--- src/rtl/mem_stage.sv ---
// Load/store memory stage: one request in flight, word-addressed bus, lane steering and load extension.
// Optional bus-ack watchdog enabled by defining MEM_STAGE_TIMEOUT_EN.
module mem_stage #(
    parameter int TIMEOUT_CYCLES = 255
) (
    input  logic        i_clk,
    input  logic        i_rst_n,
    input  logic        i_valid,
    output logic        o_ready,
    input  logic [31:0] i_addr,
    input  logic [31:0] i_wdata,
    input  logic        i_store,
    input  logic [1:0]  i_size,
    input  logic        i_unsigned,
    output logic        o_valid,
    input  logic        i_ready,
    output logic [31:0] o_rdata,
    output logic        o_err,
    output logic        o_mem_req,
    output logic [31:0] o_mem_addr,
    output logic        o_mem_we,
    output logic [3:0]  o_mem_wmask,
    output logic [31:0] o_mem_wdata,
    input  logic        i_mem_ack,
    input  logic [31:0] i_mem_rdata
);
    typedef enum logic [1:0] {IDLE, BUS, RESP} state_t;

    state_t      state, state_nxt;
    logic [31:0] addr_q, wdata_q, rdata_q;
    logic        store_q, unsigned_q, err_q;
    logic [1:0]  size_q;
    logic        accept, bad_req, in_bus, timeout;
    logic [3:0]  lane_mask;
    logic [31:0] lane_wdata, load_ext;
    logic [7:0]  byte_v;
    logic [15:0] half_v;

    assign o_ready = (state == IDLE) & i_rst_n;
    assign accept  = i_valid & o_ready;
    assign in_bus  = (state == BUS);
    assign bad_req = (i_size == 2'd3) | ((i_size == 2'd1) & i_addr[0]) |
                     ((i_size == 2'd2) & (|i_addr[1:0]));

`ifdef MEM_STAGE_TIMEOUT_EN
    localparam int CNT_W = (TIMEOUT_CYCLES > 1) ? $clog2(TIMEOUT_CYCLES) : 1;
    logic [CNT_W-1:0] cnt;

    // cnt holds the number of non-acked BUS cycles already elapsed
    assign timeout = in_bus & ~i_mem_ack & (cnt == CNT_W'(TIMEOUT_CYCLES - 1));

    always_ff @(posedge i_clk or negedge i_rst_n) begin
        if (!i_rst_n)                          cnt <= '0;
        else if (accept)                       cnt <= '0;
        else if (in_bus & ~i_mem_ack & ~timeout) cnt <= cnt + 1'b1;
    end
`else
    logic unused_timeout_cfg;
    assign unused_timeout_cfg = (TIMEOUT_CYCLES != 0);
    assign timeout = 1'b0;
`endif

    always_ff @(posedge i_clk or negedge i_rst_n) begin
        if (!i_rst_n) state <= IDLE;
        else          state <= state_nxt;
    end

    always_comb begin
        state_nxt = state;
        case (state)
            IDLE:    if (accept) state_nxt = bad_req ? RESP : BUS;
            BUS:     if (i_mem_ack | timeout) state_nxt = RESP;
            RESP:    if (i_ready) state_nxt = IDLE;
            default: state_nxt = IDLE;
        endcase
    end

    // Load extension from the captured bus word
    assign byte_v = i_mem_rdata[{addr_q[1:0], 3'b000} +: 8];
    assign half_v = addr_q[1] ? i_mem_rdata[31:16] : i_mem_rdata[15:0];

    always_comb begin
        case (size_q)
            2'd0:    load_ext = {{24{~unsigned_q & byte_v[7]}}, byte_v};
            2'd1:    load_ext = {{16{~unsigned_q & half_v[15]}}, half_v};
            default: load_ext = i_mem_rdata;
        endcase
    end

    always_ff @(posedge i_clk or negedge i_rst_n) begin
        if (!i_rst_n) begin
            addr_q     <= '0;
            wdata_q    <= '0;
            store_q    <= 1'b0;
            size_q     <= '0;
            unsigned_q <= 1'b0;
            rdata_q    <= '0;
            err_q      <= 1'b0;
        end else if (accept) begin
            addr_q     <= i_addr;
            wdata_q    <= i_wdata;
            store_q    <= i_store;
            size_q     <= i_size;
            unsigned_q <= i_unsigned;
            rdata_q    <= '0;
            err_q      <= bad_req;
        end else if (in_bus & i_mem_ack) begin
            rdata_q    <= store_q ? 32'd0 : load_ext;
            err_q      <= 1'b0;
        end else if (timeout) begin
            rdata_q    <= '0;
            err_q      <= 1'b1;
        end
    end

    // Store lane steering; size 3 never reaches BUS
    always_comb begin
        lane_mask  = 4'b0000;
        lane_wdata = 32'd0;
        case (size_q)
            2'd0: begin
                lane_mask  = 4'b0001 << addr_q[1:0];
                lane_wdata = {4{wdata_q[7:0]}};
            end
            2'd1: begin
                lane_mask  = addr_q[1] ? 4'b1100 : 4'b0011;
                lane_wdata = {2{wdata_q[15:0]}};
            end
            2'd2: begin
                lane_mask  = 4'b1111;
                lane_wdata = wdata_q;
            end
            default: ;
        endcase
    end

    assign o_mem_req   = in_bus;
    assign o_mem_addr  = in_bus ? {addr_q[31:2], 2'b00} : 32'd0;
    assign o_mem_we    = in_bus & store_q;
    assign o_mem_wmask = (in_bus & store_q) ? lane_mask : 4'b0000;
    assign o_mem_wdata = (in_bus & store_q) ? lane_wdata : 32'd0;

    assign o_valid = (state == RESP);
    assign o_rdata = o_valid ? rdata_q : 32'd0;
    assign o_err   = o_valid & err_q;
endmodule

--- config.mk ---
export PLATFORM = sky130hd
export DESIGN_NAME = mem_stage
export DESIGN_NICKNAME = d
export VERILOG_FILES = /design/src/rtl/mem_stage.sv
export SDC_FILE = /design/constraint.sdc
export NUM_CORES = 1
export LEC_CHECK = 0
export CAP_MARGIN = 20
export CORE_MARGIN = 10
export CORE_UTILIZATION = 45
export CTS_CLUSTER_DIAMETER = 50
export DETAILED_ROUTE_END_ITERATION = 10
export GPL_TIMING_DRIVEN = 1
export PLACE_DENSITY = 0.83
export SKIP_LAST_GASP = 1
export SYNTH_ARGS = -nofsm -noshare
export SYNTH_HDL_FRONTEND = slang
export SYNTH_SLANG_ARGS = --single-unit
--- constraint.sdc ---
create_clock -name i_clk -period 1.93 [get_ports i_clk]
set_input_delay 0.386 -clock i_clk [delete_from_list [all_inputs] [get_ports i_clk]]
set_output_delay 0.386 -clock i_clk [all_outputs]
set_load 0.005 [all_outputs]
== Word-level counts from Yosys, hierarchy flattened ==
Index checks and enable logic that the tools add are counted.

* Flip-flop bits (word level): 103
* Bits of input ports: 105
* Logic and storage cells: 56
* Output and inout bits: 105

* Mux-type cells: 19
* Equality and inequality tests: 10
* Bitwise logic cells: 12
* Reduce and logical (&&, ||, !) cells: 5
* Shift-type cells: 2

{| class="wikitable"
|+ Operator list
! operator !! number
|-
| 2-to-1 mux 32 bit || 6
|-
| one-hot mux 32 bit (3 select lines) || 1
|-
| one-hot mux 32 bit (2 select lines) || 1
|-
| variable part select 32 x 6 -> 8 bit || 1
|-
| 2-to-1 mux 16 bit || 1
|-
| one-hot mux 4 bit (3 select lines) || 1
|-
| AND 1 bit || 9
|-
| equality test 2 bit (second input constant) || 4
|-
| 2-to-1 mux 2 bit || 4
|-
| 2-to-1 mux 4 bit || 2
|-
| equality test 2 x 1 -> 1 bit (second input constant) || 3
|-
| one-hot mux 2 bit (3 select lines) || 1
|-
| logical NOT 2 bit || 2
|-
| inequality test 2 bit (second input constant) || 2
|-
| left shift 1 x 2 -> 4 bit (first input constant) || 1
|-
| AND reduction 3 bit || 1
|-
| 2-to-1 mux 1 bit || 2
|-
| inequality test 2 x 1 -> 1 bit (second input constant) || 1
|-
| bitwise OR 1 bit || 2
|-
| nonzero test 2 bit || 1
|-
| OR reduction 2 bit || 1
|-
| NOT 1 bit || 1
|}

== Logic depth before layout (Yosys ltp) ==
* Depth in word-level cells: 7
* Mapped depth: 8
* Depth with buffers taken out: 4

== Least setup slack after synthesis ==
No wires, ideal clock.

* Path kind: flip-flop to output port
* From: register size_q[1]
* To: output o_mem_wdata[13]
* Data arrival time: 1.363 ns
* Buffers on the path: 3
* Setup slack: 0.181 ns
* Stages on the path, launching flop included: 7
* Data required time: 1.544 ns
* Path through: dfrtp_1 buf_4 clkbuf_1 clkbuf_1 a21oi_1 a2bb2oi_1 nor2_1

* Longest elaborated chain between the ends: 3
* Elaborated cells between the ends (all ways): 5

{| class="wikitable"
|+ RTL lines
! what !! RTL line !! source
|-
| start, declared || 32 || <nowiki>logic [1:0] size_q;</nowiki>
|-
| start signal, assigned || 103 || <nowiki>size_q <= i_size;</nowiki>
|-
| equality test 2 bit, or another cell as far along || 120 || <nowiki>case (size_q)</nowiki>
|-
| one-hot mux 32 bit (3 select lines) (*) || 120 ||
|-
| 2-to-1 mux 32 bit (*) || 141 || <nowiki>assign o_mem_wdata = (in_bus & store_q) ? lane_wdata : 32'd0;</nowiki>
|-
| end, declared || 23 || <nowiki>output logic [31:0] o_mem_wdata,</nowiki>
|}

Every way passes the cells marked *; elsewhere a longest branch is shown, timed or not.

== Worst setup path after layout ==
* From: register size_q[1]
* To: output o_mem_wdata[27]

The elaborated chain is that of the path after synthesis.

==> impl_metrics.ini <==
[setup_path]
critPathCaptureType = primary output
critPathMaxStageDelay_ns = 0.53
cp_max_fo = 8
cp_num_buf_inv = 3
critPathSlowestCell = dfrtp_4
reg2reg_slack_ns = -0.16
path_delay_family = flip-flops
arrival_ns = 1.75
required_ns = 1.54
crit_path_cell_trace = buf_12, nor2b_4, buf_12, a2bb2oi_1, nor2_1, buf_2
start_kind = register
path_class = register to primary output
cp_common_cell = buf_12

[cells_and_area]
diodes = 0
fin_nets = 877
drive_gt1_share_pct = 54.4
layout.cells.non_filler = 923
area_growth_pct = 73.3

[placement]
hpwl_um = 13500
place_inst = 863
numPortBuffers = 207
gp_congestion = 0.877

[power_and_ir_drop]
p_per_area_nw_per_um2 = 998
power_leakage_nw = 4.33
p_total_w = 0.00957
ir_worst_vdd_v = 0.000592

[synthesis]
synth_area_leaders = dfrtp_1 47%, mux2_2 16%, and2_1 8.1%
synth_area_um2 = 5530
ys_seq_area_share_pct = 46.6
yosys.area.top_type_share_pct = 46.6
ys_types = 42
ys_async_sr_fraction_pct = 100
synth_warnings = 0
syn_inst = 506
synth_ff_type = dfrtp_1
synth_largest_area_cell = dfrtp_1
avgSynthCellArea_um2 = 10.9
synth_seq_cells = 103
synth_edf_count = 0

[global_routing]
grt_pass1_wl_um = 31900
grt_pass1_vias = 5683
overflow = 0
antenna_found_initial = 0
grt_usage_pct = 24.1
grt_max_degree = 57

[clock_tree]
htreeDepth = 3
ctsHoldBuffers = 0
clockRootBuffer = clkbuf_16
clkTransAtPathRegs_ns = 0.08
clk_latency_ns = 0.35
cts_buffers = 9
cts_buffer_depth = 2
cts.sinks = 103
cts_tree = yes

[status]
outcome = complete, but fails checks
violations = setup timing

[timing]
tightest_slew_ns = 0.707
relSlewSlack_pct = 52.8
rsz0062_at_grt = true
tns_ns = -14.37
fmaxAchievable_ghz = 0.469
hold_viol = 0
setup_violations = 152
fin_skew_ns = 0.00980
post-route-period-util_pct = 111
period_needed_ns = 2.13
drv_slew = 0
fin_ws_ns = -0.203

[drt]
drc = 0
routed_wl_um = 22100
detailedRoute.firstIterationViolations = 623
firstDrtPassIters = 5
viasPerCell = 5.93
drtAntennaViolNets = 0
num_vias = 5472
wl_per_cell_um = 24.0

[floorplanning]
ios = 210
die_x_um = 131
fp.coreArea_um2 = 12000
start_util_pct = 46.0
fp.dieH_um = 131
dieArea_um2 = 17100
fp-row-count = 40

[hold_path]
hp-class = input pin to async pin

[run]
cap_violations = 0
-- per-layer routing --
layer	global-route usage (%)	up-vias	share of wire [%]
met3	7.78	77	10
li1	-	2351	-
met1	26.2	2686	34
met2	43.0	358	52
met5	0	-	0
met4	8.24	0	3.4
-- registers in the layout, summed over array words and instances, names as in the netlist --
signal,cells
unsigned_q,1
size_q,2
wdata_q,32
state,2
err_q,1
store_q,1
addr_q,32
rdata_q,32
-- power breakdown --
part / internal [W] / total, W / switching (W) / leakage (nW)
clock: 0.00127 / 0.00213 / 0.000857 / 0.159
combinational: 0.00246 / 0.00417 / 0.00171 / 2.90
sequential: 0.00274 / 0.00327 / 0.000528 / 1.28
-- worst paths after layout --
kind,startpoint,end,cells after the start
max,size_q[1],o_mem_wdata[27],6
min,i_rst_n,rdata_q[15],2
max reg2reg,state[0],rdata_q[19],9
min reg2reg,addr_q[2],addr_q[2],1
max in group asynchronous,i_rst_n,addr_q[30],2
min in group i_clk,addr_q[2],addr_q[2],1
-- stage by stage --
stage          instance area [µm²]  util (%)  hold slack, ns  setup slack, ns
2_1_floorplan                 5530         -          0.0904            0.181
3_3_place_gp                  7980      66.5           0.481           -0.373
3_5_place_dp                  7980      66.5           0.488           -0.426
4_1_cts                       8840      73.6           0.220           -0.205
5_1_grt                       9580      79.8           0.235           -0.266
6_report                      9580      79.8           0.192           -0.203
-- cells in the final DEF (no fill, tap or decap), drive strengths merged, types with 14 or more instances in the layout --
cell type	netlist	layout
clkbuf	24	15
mux2	77	77
a2bb2oi	16	16
clkdlybuf4s50	0	103
nor2	29	29
and2	73	73
nor2b	16	16
a221o	30	30
a22o	14	14
a21oi	39	39
buf	24	193
dfrtp	103	103
-- worst register-to-register path: stages (launching register included) --
cell,delay [ns]
dfrtp_1,0.41
buf_6,0.13
buf_6,0.11
buf_6,0.11
and3b_2,0.25
a21oi_2,0.04
or2_4,0.28
buf_12,0.15
buf_16,0.13
a221o_1,0.37
-- cells in the mapped netlist (2+ instances only) --
cell       number
inv_1           3
buf_2          13
o21a_1          2
dfrtp_1       103
o21ai_0         5
and2_1         72
and3_1          7
nor2_1         29
a2bb2oi_1      16
nand2b_1        5
a32o_1          2
clkbuf_1       23
mux2_2         77
buf_4           6
buf_6           4
a221o_2         4
nor4_1          2
nor2b_1        14
and3b_1         2
a22o_1         14
a221o_1        26
nand3_1         7
nand2_1        13
a21oi_1        39
-- cell families after synthesis --
kind of cell           after synthesis  synth area share (%)
flip-flops                         103                  46.6
other                                1                0.0678
multiplexers                        78                  15.9
AO/OA/AOI/OAI                      113                  16.2
buffers and inverters               51                  4.73
AND/OR/NAND/NOR                    160                  16.6
-- timing repair --
| item | in CTS | in global routing |
|---|---|---|
| buffers inserted | 19 | 15 |
| gates resized for setup | 537 | 142 |
| setup endpoints to repair | 126 | 158 |
| gates cloned | 12 | 4 |
| pin swaps | 50 | 68 |
-- final cells by class --
class	instances	area, µm²
Multi-Input combinational cell	353	3150
Sequential cell	103	2580
Inverter	3	16.3
Tap cell	147	184
Clock inverter	5	106
Timing Repair Buffer	302	3310
Clock buffer	10	229
Fill cell	694	2430
Power figures use the tool's default switching activity.
==> variant: new RTL, config.mk and constraints unchanged <==
Re-encode `state_t` (3 states) as one-hot, 3 bits wide.
--- a/src/rtl/mem_stage.sv
+++ b/src/rtl/mem_stage.sv
@@ -24,7 +24,7 @@
     input  logic        i_mem_ack,
     input  logic [31:0] i_mem_rdata
 );
-    typedef enum logic [1:0] {IDLE, BUS, RESP} state_t;
+    typedef enum logic [2:0] {IDLE = 3'b001, BUS = 3'b010, RESP = 3'b100} state_t;
 
     state_t      state, state_nxt;
     logic [31:0] addr_q, wdata_q, rdata_q;
Behaviour: same outputs for any inputs over 10 cycles, from zero or initial values and one cycle with i_rst_n low; not proved beyond that.
==> variant against the original RTL <==
  * The run still ends with negative setup slack left
  * Total power shrank 19%
  * Sequential cell count grew 1
  * Cell area shrank 6.2%
  * Routed wire length shrank 9.7%
  * Area after synthesis shrank 2.2%
  * Worst setup slack lost 0.23 ns
  * First-iteration DRC count shrank 1.8%
  * Combinational power shrank 41%
  * Critical endpoint is now o_mem_wdata[5]
  * Largest cell class is now multi-input combinational cells
==> variant: results (changes against the original RTL) <==
<table>
<tr><th>Metric</th><th>Value</th></tr>
<tr><th colspan="2">Drt</th></tr>
<tr><td>Metal-1 WL</td><td>7670 um (was 7610 um)</td></tr>
<tr><td>Number of vias per cell after detailed routing</td><td>5.68 (was 5.93)</td></tr>
<tr><td>Total Wirelength</td><td>20000 um (was 22100 um)</td></tr>
<tr><td>Routed length on met3</td><td>1760 um (was 2260 um)</td></tr>
<tr><td>Total length of routed met2 wires</td><td>9990 um (was 11500 um)</td></tr>
<tr><th colspan="2">Status</th></tr>
<tr><td>Violations in the final reports</td><td>negative setup slack (unchanged)</td></tr>
<tr><td>Result of the run</td><td>finished, violations left (unchanged)</td></tr>
<tr><th colspan="2">Placement</th></tr>
<tr><td>Worst slack at placement</td><td>-0.251 ns (was -0.426 ns)</td></tr>
<tr><td>Cell count after placement</td><td>848 (was 863)</td></tr>
<tr><td>Gp weighted congestion</td><td>0.882 (was 0.877)</td></tr>
<tr><th colspan="2">Worst setup path</th></tr>
<tr><td>Setup slack of the most critical reg-to-reg path</td><td>0.03 ns (was -0.16 ns)</td></tr>
<tr><td>Critical Path AT</td><td>1.98 ns (was 1.75 ns)</td></tr>
<tr><td>FF-to-FF End</td><td>rdata_q[6] (was rdata_q[19])</td></tr>
<tr><th colspan="2">Layout</th></tr>
<tr><td>Final net count</td><td>873 (was 877)</td></tr>
<tr><td>Number of ordinary and repair buffers in the finished layout</td><td>305 (was 302)</td></tr>
<tr><td>Number of combinational gates with multiple inputs</td><td>343 (was 353)</td></tr>
<tr><td>Area occupied by multi-input gates</td><td>0.00294 mm^2 (was 0.00315 mm^2)</td></tr>
<tr><td>Share of the final layout cell area in sequential cells</td><td>29.0% (was 26.9%)</td></tr>
<tr><td>Non-CTS inverters</td><td>5 (was 3)</td></tr>
<tr><td>Number of inserted diodes</td><td>1 (was 0)</td></tr>
<tr><td>Clock network area share</td><td>4.27% (was 3.50%)</td></tr>
<tr><td>Fraction of area in non-clock buffers</td><td>31.8% (was 34.6%)</td></tr>
<tr><td>Fill cell count</td><td>749 (was 694)</td></tr>
<tr><th colspan="2">Global route</th></tr>
<tr><td>GR Layer Usage met1</td><td>24.2% (was 26.2%)</td></tr>
<tr><td>Met3 capacity usage during global routing</td><td>6.85% (was 7.78%)</td></tr>
<tr><td>Initial antenna violation count</td><td>1 (was 0)</td></tr>
<tr><th colspan="2">Yosys</th></tr>
<tr><td>Post-Syn Area</td><td>0.00541 mm^2 (was 0.00553 mm^2)</td></tr>
<tr><th colspan="2">Clocking</th></tr>
<tr><td>Clock sink count</td><td>104 (was 103)</td></tr>
<tr><th colspan="2">Timing</th></tr>
<tr><td>Final number of setup-violating endpoints</td><td>100 (was 152)</td></tr>
<tr><td>PnR worst setup slack</td><td>-0.436 ns (was -0.203 ns)</td></tr>
<tr><td>Hold Slack</td><td>0.0789 ns (was 0.192 ns)</td></tr>
<tr><th colspan="2">Power</th></tr>
<tr><td>Power in the clock group</td><td>2350 uW (was 2130 uW)</td></tr>
</table>
==> variant: cell families after synthesis <==
family | count (synthesis) | synth area share, %
compound gates | 112 | 15.0
buf+inv | 45 | 4.07
flops | 104 | 48.1
mux | 77 | 16.3
other cells | 1 | 0.0693
simple gates | 152 | 16.4
==> variant: metrics by stage <==
stage,setup TNS [ns],power (uW)
2_1_floorplan,0,4070
4_1_cts,-37.04,7550
3_5_place_dp,-11.90,4940
6_report,-21.46,7730
3_3_place_gp,-7.49,4850
5_1_grt,-27.06,8070
==> variant: worst max-delay path, cell delays in order (launching register included) <==
cell,delay (ns)
sky130_fd_sc_hd__dfrtp_1,0.40
sky130_fd_sc_hd__buf_6,0.13
sky130_fd_sc_hd__nor3b_4,0.25
sky130_fd_sc_hd__nand2_2,0.12
sky130_fd_sc_hd__a21oi_4,0.16
sky130_fd_sc_hd__buf_6,0.14
sky130_fd_sc_hd__buf_6,0.11
sky130_fd_sc_hd__buf_6,0.10
sky130_fd_sc_hd__and2_4,0.14
sky130_fd_sc_hd__buf_6,0.09
==> variant: worst max-delay path by stage <==
stage	slack, ns	start	to	depth (start not counted)
finish	-0.44	state[2]	o_mem_wdata[5]	9
global route	-0.48	state[2]	o_mem_wdata[5]	9
CTS	-0.53	state[2]	o_rdata[7]	7
detailed placement	-0.25	state[2]	o_mem_wmask[3]	6
global placement	-0.20	state[2]	o_mem_wmask[3]	6
floorplan	0.12	state[0]	o_mem_wdata[0]	6
==> variant: repair_timing <==
item / 4_1_cts / 5_1_grt
gates resized for setup: 221 / 256
setup endpoints to repair: 103 / 119
pin swaps: 8 / 30
buffers inserted: 18 / 30
cloned: 1 / 6
hold buffers: 0 / 0
